==> src/rtl/packet_injector_pkg.sv <==
`default_nettype none
// ============================================================================
//  Module   : packet_injector_pkg
//  Purpose  : Shared types for the packet injector and the router-tree
//             decoders: FSM states, destination modes and packet layout.
//  Revision : 1.0  initial release
// ============================================================================
package packet_injector_pkg;

  // Default field widths of the packet layout used across the fabric
  localparam int c_pkt_w  = 28;
  localparam int c_addr_w = 3;
  localparam int c_dest_w = 3;

  typedef enum logic [1:0] {
    ST_IDLE = 2'd0,
    ST_SEND = 2'd1,
    ST_DONE = 2'd2
  } injector_state_e;

  typedef enum logic [1:0] {
    MODE_RR      = 2'd0,
    MODE_FIXED   = 2'd1,
    MODE_PAYLOAD = 2'd2,
    MODE_RSVD    = 2'd3
  } dest_mode_e;

  // Wire layout of an emitted packet, MSB first
  typedef struct packed {
    logic [c_pkt_w-1:0]  payload;
    logic [c_addr_w-1:0] addr;
    logic [c_dest_w-1:0] dest;
  } packet_t;

  // The reserved encoding behaves as round-robin
  function automatic dest_mode_e decode_mode(input logic [1:0] m);
    return (m == 2'd3) ? MODE_RR : dest_mode_e'(m);
  endfunction

endpackage
`default_nettype wire

==> src/rtl/packet_injector_sync_fifo_fwft.sv <==
`default_nettype none
// ============================================================================
//  Module   : sync_fifo_fwft
//  Purpose  : Single-clock first-word-fall-through FIFO. The head entry is
//             always visible on 'head'; a push into an empty FIFO shows up
//             on the cycle after the write, never combinationally.
//  Revision : 1.0  initial release
// ============================================================================
module sync_fifo_fwft #(
  parameter int WIDTH = 28,
  parameter int DEPTH = 16
) (
  input  logic                   clk,
  input  logic                   reset,
  input  logic                   push,
  input  logic [WIDTH-1:0]       push_data,
  input  logic                   pop,
  output logic [WIDTH-1:0]       head,
  output logic                   full,
  output logic                   empty,
  output logic [$clog2(DEPTH):0] count
);

  localparam int c_aw = $clog2(DEPTH);

  logic [WIDTH-1:0] mem_q [DEPTH];
  logic [c_aw-1:0]  rd_ptr_q, rd_ptr_d;
  logic [c_aw-1:0]  wr_ptr_q, wr_ptr_d;
  logic [c_aw:0]    count_q, count_d;
  logic             pop_ok;
  logic             push_ok;

  assign full  = (count_q == (c_aw+1)'(DEPTH));
  assign empty = (count_q == '0);
  assign count = count_q;
  assign head  = mem_q[rd_ptr_q];

  // Accept requests and compute next pointers/occupancy; pointers wrap
  // naturally because DEPTH is a power of two
  always_comb begin
    pop_ok   = pop && !empty;
    push_ok  = push && (!full || pop_ok);
    rd_ptr_d = pop_ok  ? rd_ptr_q + c_aw'(1) : rd_ptr_q;
    wr_ptr_d = push_ok ? wr_ptr_q + c_aw'(1) : wr_ptr_q;
    count_d  = count_q;
    case ({push_ok, pop_ok})
      2'b10:   count_d = count_q + (c_aw+1)'(1);
      2'b01:   count_d = count_q - (c_aw+1)'(1);
      default: count_d = count_q;
    endcase
  end

  // Storage array, no reset needed since occupancy gates visibility
  always_ff @(posedge clk) begin
    if (push_ok) begin
      mem_q[wr_ptr_q] <= push_data;
    end
  end

  // Pointer and occupancy registers
  always_ff @(posedge clk or posedge reset) begin
    if (reset) begin
      rd_ptr_q <= '0;
      wr_ptr_q <= '0;
      count_q  <= '0;
    end else begin
      rd_ptr_q <= rd_ptr_d;
      wr_ptr_q <= wr_ptr_d;
      count_q  <= count_d;
    end
  end

endmodule
`default_nettype wire

==> src/rtl/packet_injector.sv <==
`default_nettype none
// ============================================================================
//  Module   : packet_injector
//  Purpose  : Preloaded packet source. Payloads queued through the load port
//             are wrapped as {payload, src_addr, dest} and streamed on a
//             valid/ready channel until the programmed total is sent.
//  Revision : 1.0  initial release
// ============================================================================
module packet_injector
  import packet_injector_pkg::*;
#(
  parameter int WIDTH_packet = 28,
  parameter int WIDTH_addr   = 3,
  parameter int WIDTH_dest   = 3,
  parameter int WIDTH        = WIDTH_packet + WIDTH_addr + WIDTH_dest,
  parameter int DEPTH        = 16,
  parameter int NUM_DEST     = 4,
  parameter int CNT_W        = 16
) (
  input  logic                    clk,
  input  logic                    reset,
  input  logic                    load_valid,
  output logic                    load_ready,
  input  logic [WIDTH_packet-1:0] load_data,
  input  logic                    start,
  input  logic [1:0]              mode,
  input  logic [WIDTH_addr-1:0]   src_addr,
  input  logic [WIDTH_dest-1:0]   fixed_dest,
  input  logic [CNT_W-1:0]        pkt_total,
  output logic                    out_valid,
  input  logic                    out_ready,
  output logic [WIDTH-1:0]        out_data,
  output logic                    busy,
  output logic                    done,
  output logic [CNT_W-1:0]        sent_count
);

  injector_state_e          state_q, state_d;
  dest_mode_e               mode_q, mode_d;
  logic [CNT_W-1:0]         sent_count_q, sent_count_d;
  logic [CNT_W-1:0]         pkt_total_q, pkt_total_d;
  logic [WIDTH_dest-1:0]    dest_q, dest_d;
  logic [WIDTH_dest-1:0]    fixed_dest_q, fixed_dest_d;
  logic [WIDTH_addr-1:0]    src_addr_q, src_addr_d;

  logic                     fifo_full;
  logic                     fifo_empty;
  logic [WIDTH_packet-1:0]  fifo_head;
  logic [$clog2(DEPTH):0]   fifo_count;
  logic                     unused_fifo_count;

  logic                     start_ok;
  logic                     handshake;
  logic [WIDTH_dest-1:0]    dest_sel;

  assign unused_fifo_count = ^fifo_count;

  sync_fifo_fwft #(
    .WIDTH (WIDTH_packet),
    .DEPTH (DEPTH)
  ) u_fifo (
    .clk       (clk),
    .reset     (reset),
    .push      (load_valid && load_ready),
    .push_data (load_data),
    .pop       (handshake),
    .head      (fifo_head),
    .full      (fifo_full),
    .empty     (fifo_empty),
    .count     (fifo_count)
  );

  assign load_ready = !fifo_full;
  assign out_valid  = (state_q == ST_SEND) && !fifo_empty;
  assign handshake  = out_valid && out_ready;
  assign start_ok   = start && (state_q != ST_SEND);
  assign busy       = (state_q == ST_SEND);
  assign done       = (state_q == ST_DONE);
  assign sent_count = sent_count_q;
  assign out_data   = {fifo_head, src_addr_q, dest_sel};

  // Destination header mux for the current head packet
  always_comb begin
    dest_sel = dest_q;
    case (mode_q)
      MODE_FIXED:   dest_sel = fixed_dest_q;
      MODE_PAYLOAD: dest_sel = fifo_head[WIDTH_dest-1:0];
      default:      dest_sel = dest_q;
    endcase
  end

  // Run control: latch configuration on start, count handshakes, end the run
  always_comb begin
    state_d      = state_q;
    mode_d       = mode_q;
    sent_count_d = sent_count_q;
    pkt_total_d  = pkt_total_q;
    dest_d       = dest_q;
    fixed_dest_d = fixed_dest_q;
    src_addr_d   = src_addr_q;
    if (start_ok) begin
      mode_d       = decode_mode(mode);
      src_addr_d   = src_addr;
      fixed_dest_d = fixed_dest;
      pkt_total_d  = pkt_total;
      sent_count_d = '0;
      dest_d       = WIDTH_dest'(1);
      state_d      = (pkt_total == '0) ? ST_DONE : ST_SEND;
    end else if (handshake) begin
      sent_count_d = sent_count_q + CNT_W'(1);
      if (mode_q == MODE_RR) begin
        dest_d = (dest_q == WIDTH_dest'(NUM_DEST)) ? WIDTH_dest'(1)
                                                   : dest_q + WIDTH_dest'(1);
      end
      if (sent_count_d == pkt_total_q) begin
        state_d = ST_DONE;
      end
    end
  end

  // Control registers; reset abandons any run in progress
  always_ff @(posedge clk or posedge reset) begin
    if (reset) begin
      state_q      <= ST_IDLE;
      mode_q       <= MODE_RR;
      sent_count_q <= '0;
      pkt_total_q  <= '0;
      dest_q       <= WIDTH_dest'(1);
      fixed_dest_q <= '0;
      src_addr_q   <= '0;
    end else begin
      state_q      <= state_d;
      mode_q       <= mode_d;
      sent_count_q <= sent_count_d;
      pkt_total_q  <= pkt_total_d;
      dest_q       <= dest_d;
      fixed_dest_q <= fixed_dest_d;
      src_addr_q   <= src_addr_d;
    end
  end

endmodule
`default_nettype wire

==> config.mk <==
export PLATFORM = sky130hd
export DESIGN_NAME = packet_injector
export DESIGN_NICKNAME = d
export VERILOG_FILES = /design/src/rtl/packet_injector_pkg.sv /design/src/rtl/packet_injector_sync_fifo_fwft.sv /design/src/rtl/packet_injector.sv
export SDC_FILE = /design/constraint.sdc
export NUM_CORES = 1
export LEC_CHECK = 0
export BUFFER_PORTS_ARGS = -buffer_cell sky130_fd_sc_hd__buf_2
export CAP_MARGIN = 30
export CORE_ASPECT_RATIO = 0.6
export CORE_MARGIN = 1.5
export CORE_UTILIZATION = 33
export CTS_BUF_LIST = sky130_fd_sc_hd__clkbuf_8
export DETAILED_ROUTE_END_ITERATION = 8
export PLACE_DENSITY = 0.48
export SETUP_SLACK_MARGIN = 0.4
export SYNTH_ARGS = -nofsm -noshare
export SYNTH_HDL_FRONTEND = slang
export SYNTH_SLANG_ARGS = --single-unit
==> constraint.sdc <==
create_clock -name clk -period 7.84 [get_ports clk]
set_input_delay 1.176 -clock clk [delete_from_list [all_inputs] [get_ports clk]]
set_output_delay 1.176 -clock clk [all_outputs]
set_load 0.005 [all_outputs]
### After elaboration in Yosys (flattened, before gate mapping)

Memories as Yosys holds them, arrays and structs flattened.
Cells that the tools add are included.
Widths: inputs -> output; s select.

| operators by class | value |
|---|---|
| $add $sub $neg | 6 |
| multiply operators | 0 |
| div/mod/pow operators | 0 |
| order comparisons | 0 |
| equal/unequal tests | 11 |
| shift-type cells | 0 |
| multiplexer cells | 15 |
| bitwise logic cells | 0 |
| reduce and logical (&&, ||, !) cells | 18 |

Operators by type and width:

| operator | number |
|---|---|
| $mux 16 | 2 |
| $add 16x1->16 const B | 1 |
| $eq 16x16->1 | 1 |
| $logic_not 16->1 | 1 |
| $mux 3 | 4 |
| $mux 2 | 5 |
| $pmux 5 s2 | 1 |
| $add 4x1->4 const B | 2 |
| $eq 2x2->1 const B | 4 |
| $reduce_bool 2->1 | 4 |
| $eq 2x1->1 const B | 3 |
| $logic_and 1x1->1 | 6 |
| $pmux 3 s2 | 1 |
| $add 5x1->5 const B | 1 |
| $eq 5x5->1 const B | 1 |
| $logic_not 5->1 | 1 |
| $sub 5x1->5 const B | 1 |
| $reduce_and 2->1 | 2 |
| $add 3x1->3 const B | 1 |
| $eq 3x3->1 const B | 1 |
| $logic_not 1->1 | 2 |
| $logic_not 2->1 | 1 |
| $mux 1 | 2 |
| $ne 2x1->1 const B | 1 |
| $logic_or 1x1->1 | 1 |

| word-level totals | value |
|---|---|
| register bits after elaboration | 58 |
| latch bits | 0 |
| RAM bits | 448 |
| ROM bits | 0 |
| output and inout bits | 54 |
| logic and storage cells | 61 |
| memories | 1 |

Memories:

| name | words | width | rd ports | clocked after memory_dff | wr ports | RTL line | RTL |
|---|---|---|---|---|---|---|---|
| u_fifo.mem_q | 16 | 28 | 1 | 0 | 1 | packet_injector_sync_fifo_fwft.sv:26 | `logic [WIDTH-1:0] mem_q [DEPTH];` |

### Longest topological paths before layout

| logic depth | value |
|---|---|
| word-level depth | 9 |
| mapped depth | 17 |

### By module

From an unflattened synthesis, not the netlist that was laid out.

| second synthesis, totals | value |
|---|---|
| cell total of the unflattened synthesis | 1211 |
| area total of the unflattened synthesis | 20574.7 um^2 |

Modules (own cells, without submodules):

| module | instances | cells an instance | area an instance (um^2) | seq. area each (um^2) |
|---|---|---|---|---|
| sync_fifo_fwft | 1 | 892 | 17919.7 | 13778.2 |
| packet_injector | 1 | 319 | 2655.0 | 1127.3 |

### Worst setup path before layout

Ideal clock, no wire load.

| timing path | value |
|---|---|
| kind | input -> register |
| from | input port load_valid |
| to | memory u_fifo.mem_q[3][0], enable pin |
| setup time | 0.448 ns |
| data arrival time | 3.656 ns |
| path slack | 3.736 ns |
| cell stages on the path | 4 |
| path buffers | 1 |
| cells stage by stage | and2_1 -> clkbuf_1 -> nand2_1 -> nor3_1 |

| on the way | value |
|---|---|
| word-level cells in the longest chain between the ends | 4 |

Ends and longest elaborated chain:

| element | RTL line | RTL |
|---|---|---|
| start, declared | packet_injector.sv:22 | `input logic load_valid,` |
| $logic_and 1x1->1 | packet_injector.sv:64 | `.push (load_valid && load_ready),` |
| $logic_and 1x1->1 | packet_injector_sync_fifo_fwft.sv:42 | `push_ok = push && (!full \|\| pop_ok);` |
| $mux 1 | packet_injector_sync_fifo_fwft.sv:55 | `if (push_ok) begin` |
| $mux 1 (implied by the code) | packet_injector_sync_fifo_fwft.sv:56 | `mem_q[wr_ptr_q] <= push_data;` |
| end, declared | packet_injector_sync_fifo_fwft.sv:26 |  |

Every way passes these cells.

### Final worst setup path

| timing path | value |
|---|---|
| from | register u_fifo.rd_ptr_q[0] |
| to | output port out_data[0] |

| on the way | value |
|---|---|
| word-level cells in the longest chain between the ends | 2 |

Ends and longest elaborated chain:

| element | RTL line | RTL |
|---|---|---|
| start, declared | packet_injector_sync_fifo_fwft.sv:27 | `logic [c_aw-1:0] rd_ptr_q, rd_ptr_d;` |
| start signal, assigned | packet_injector_sync_fifo_fwft.sv:67 | `rd_ptr_q <= rd_ptr_d;` |
| $mem_v2 16x28 | - |  |
| $pmux 3 s2 | packet_injector.sv:85 | `case (mode_q)` |
| end, declared | packet_injector.sv:32 | `output logic [WIDTH-1:0] out_data,` |

Every way passes these cells.

==> out/qor.yml <==
status:
  status: "finished, final reports clean"
clocking:
  cts_hold_buf: 0
  clk_path_buf_depth: 3
  clock_latency_ps: 660
  cts_setup_buffers: 0
  htree_levels: 3
  clk_pin_slew_ps: 60
  tritoncts: "yes"
  cts_resized: 0
  cts-root-buf: "clkbuf_8"
  clkSinkCount: 506
  numCtsBuffers: 78
power:
  ir_drop_v: 0.000169
  p_int_w: 0.00542
  sequentialPowerShare_pct: 44.0
  power_density_nw_per_um2: 339
  power_w: 0.00791
  clkPwrFrac_pct: 25.8
  p_leak_nw: 7.89
  switchingPower_w: 0.00249
  p_sw_share_pct: 31.5
  pwr-share-comb_pct: 30.2
worst_setup_path:
  arrival_ps: 3620
  crit_fanout: 40
  path_buf_inv: 3
  path_cells: "buf_16 > buf_4 > mux4_2 > mux4_2 > a22oi_1 > a21oi_1 > buf_2"
  path_common_cell: "mux4_2"
  cpLargestDelayFamily: "multiplexers"
  worstPathRequired_ps: 6660
  start_kind: "flop"
  critPathMaxStageDelay_ps: 580
  worst-setup-path-type: "flop to output pin"
  end_kind: "output pin"
  cpMaxStageDelayCell: "mux4_2"
yosys:
  ys_seq_area_share_pct: 73.5
  synth_area_leaders: "edfxtp_1 66%, mux4_2 16%, dfrtp_1 7.0%"
  ys_warn_count: 0
  synthArstFlopShare_pct: 11.5
  synth_edf_count: 448
  syn_area_um2: 20300
  synth_cell_type_count: 56
  syn_inst: 1041
  synth.avg_cell_area_um2: 19.5
  synth_top_cell_by_area: "edfxtp_1"
  ys_ff_latch: 506
  synth_top_area_share_pct: 66.3
  synth-main-ff-cell: "edfxtp_1"
  synth_fp_nets: 1113
floorplanning:
  dieArea_um2: 63000
  row_count: 70
  dieWidth_um: 323
  ios: 111
  die_h_um: 195
  start_util_pct: 33.4
  coreArea_um2: 60800
sta:
  finalCritPeriodShare_pct: 61.1
  rsz0062_at_grt: "no"
  worst_slew_pin_slew_ps: 856
  fmax_mhz: 209
  tns_ps: 0
  slew_headroom_pct: 42.8
  fin_crit_ps: 4790
  drv_slew: 0
  skew_ps: 39.1
  hold_violations: 0
  finalSetupViolations: 0
grt:
  grt_max_degree: 59
  grt_pass1_vias: 10700
  grt_first_pass_wirelength_um: 72900
  grt_remaining_overflow: 0
  track_usage_pct: 16.0
  grt_antenna_before_repair: 3
cells_and_area:
  mostFrequentLayoutCells: "448 x edfxtp_1, 140 x mux4_2, 110 x buf_2, 96 x nand2_1, 78 x clkbuf_8"
  register_area_um2: 14900
  fillCellCount: 5616
  multi_input_area_um2: 5140
  nets: 1272
  final_common_cell: "edfxtp_1"
  drive_gt1_share_pct: 31.8
  area_delta_synth_final_pct: 15.2
hold_path:
  min_path_type: "flop to flop"
drt:
  drc: 0
  vias_per_cell: 4.97
  drt-pass1-iter-count: 5
  drt-initial-drc-count: 839
  wl_per_cell_um: 23.5
  drt_wl_total_um: 49200
  postRouteAntennaNets: 0
  vias: 10400
place:
  io_buffers: 110
  hpwl_um: 27000
  gp_congestion: 0.832
job:
  drv_cap: 0
## flip-flops by register name, summed over array words and instances (netlist names)
register,cells
u_fifo.mem_q,448
pkt_total_q,16
sent_count,16
u_fifo.count,5
u_fifo.rd_ptr_q,4
u_fifo.wr_ptr_q,4
dest_q,3
fixed_dest_q,3
src_addr_q,3
mode_q,2
state_q,2
## path summary, 6_finish.rpt
check / end / from / cells after the start / slack [ps]
min in group asynchronous: sent_count[14]$_DFFE_PP0P_ / reset / 3 / 760
min: src_addr_q[1]$_DFFE_PP0P_ / src_addr_q[1]$_DFFE_PP0P_ / 2 / 470
max: out_data[0] / u_fifo.rd_ptr_q[0]$_DFFE_PP0P_ / 7 / 3050
max reg2reg: u_fifo.count[4]$_DFFE_PP0P_ / u_fifo.count[1]$_DFFE_PP0P_ / 14 / 4040
min reg2reg: src_addr_q[1]$_DFFE_PP0P_ / src_addr_q[1]$_DFFE_PP0P_ / 2 / 470
max in group asynchronous: u_fifo.rd_ptr_q[1]$_DFFE_PP0P_ / reset / 3 / 6480
## synthesized netlist by cell type (all sizes together) (2+ instances only)
master  number
edfxtp     448
mux4       140
nand2       96
dfrtp       57
buf         38
nor2        31
o21ai       31
clkbuf      21
a21oi       17
ha          15
nand3       15
xnor2       15
inv         11
xor2        11
nand4       10
nand2b       9
nor3         9
nor4         8
a31oi        5
o31ai        5
a22oi        4
and3         4
and4         4
nor2b        4
o211ai       3
o22ai        3
a21o         2
and2         2
mux2i        2
nand3b       2
o21a         2
o41ai        2
## metrics by stage
stage | hold WS (ps) | worst slack, ps | cells | util, % | area, um^2
finish | 474 | 3050 | 2091 | 38.4 | 23400
global route | 493 | 2740 | 2089 | 38.4 | 23300
CTS | 482 | 2900 | 2088 | 38.4 | 23300
detailed placement | 466 | 3640 | 1948 | 36.1 | 21900
global placement | 454 | 3280 | 1946 | 36.0 | 21900
floorplan | 446 | 3740 | 1041 | - | 20300
## metal layers
layer,part of all wire [%],global-route usage (%),routed length [um]
met3,5.1,3.23,2510
met5,0,0,0
met2,45,23.3,22000
met1,49,24.2,23900
met4,1.6,4.21,789
## worst register-to-register path, stage by stage, from the launching register on
cell,delay (ps)
dfrtp_1,460
nor4_1,390
nor2b_1,330
or2_1,150
buf_4,290
inv_2,310
ha_1,420
xor2_1,190
ha_1,230
o21a_1,170
o22a_1,190
a21oi_1,180
xor2_1,160
nor2_1,60
xor2_1,140
## cell families after synthesis
logic type,share of synthesized area [%]
DFF,73.5
and+or+nand+nor,4.75
muxes,15.7
AOI/OAI and AO/OA,2.31
buffers and inverters,1.68
xor gates and xnor gates,1.12
adders and majority gates,0.926
## final cells by class
type | count | area share [%]
antenna | 3 | 0.0321
clock buffer | 78 | 4.60
tap | 828 | 4.44
inverter | 12 | 0.193
timing repair buffer | 138 | 3.43
sequential | 506 | 63.9
clock inverter | 62 | 1.42
multi-input combinational | 464 | 22.0
## power by group through the flow
stage | Sequential (W) | Clock [W] | Combinational, W
after CTS | 0.00349 | 0.00211 | 0.00246
after detailed placement | 0.00354 | 0 | 0.00246
final | 0.00348 | 0.00204 | 0.00239
after global placement | 0.00360 | 0 | 0.00234
after global routing | 0.00352 | 0.00223 | 0.00260
after floorplan | 0.00344 | 0 | 0.00166
(Power assumes the default switching activity.)
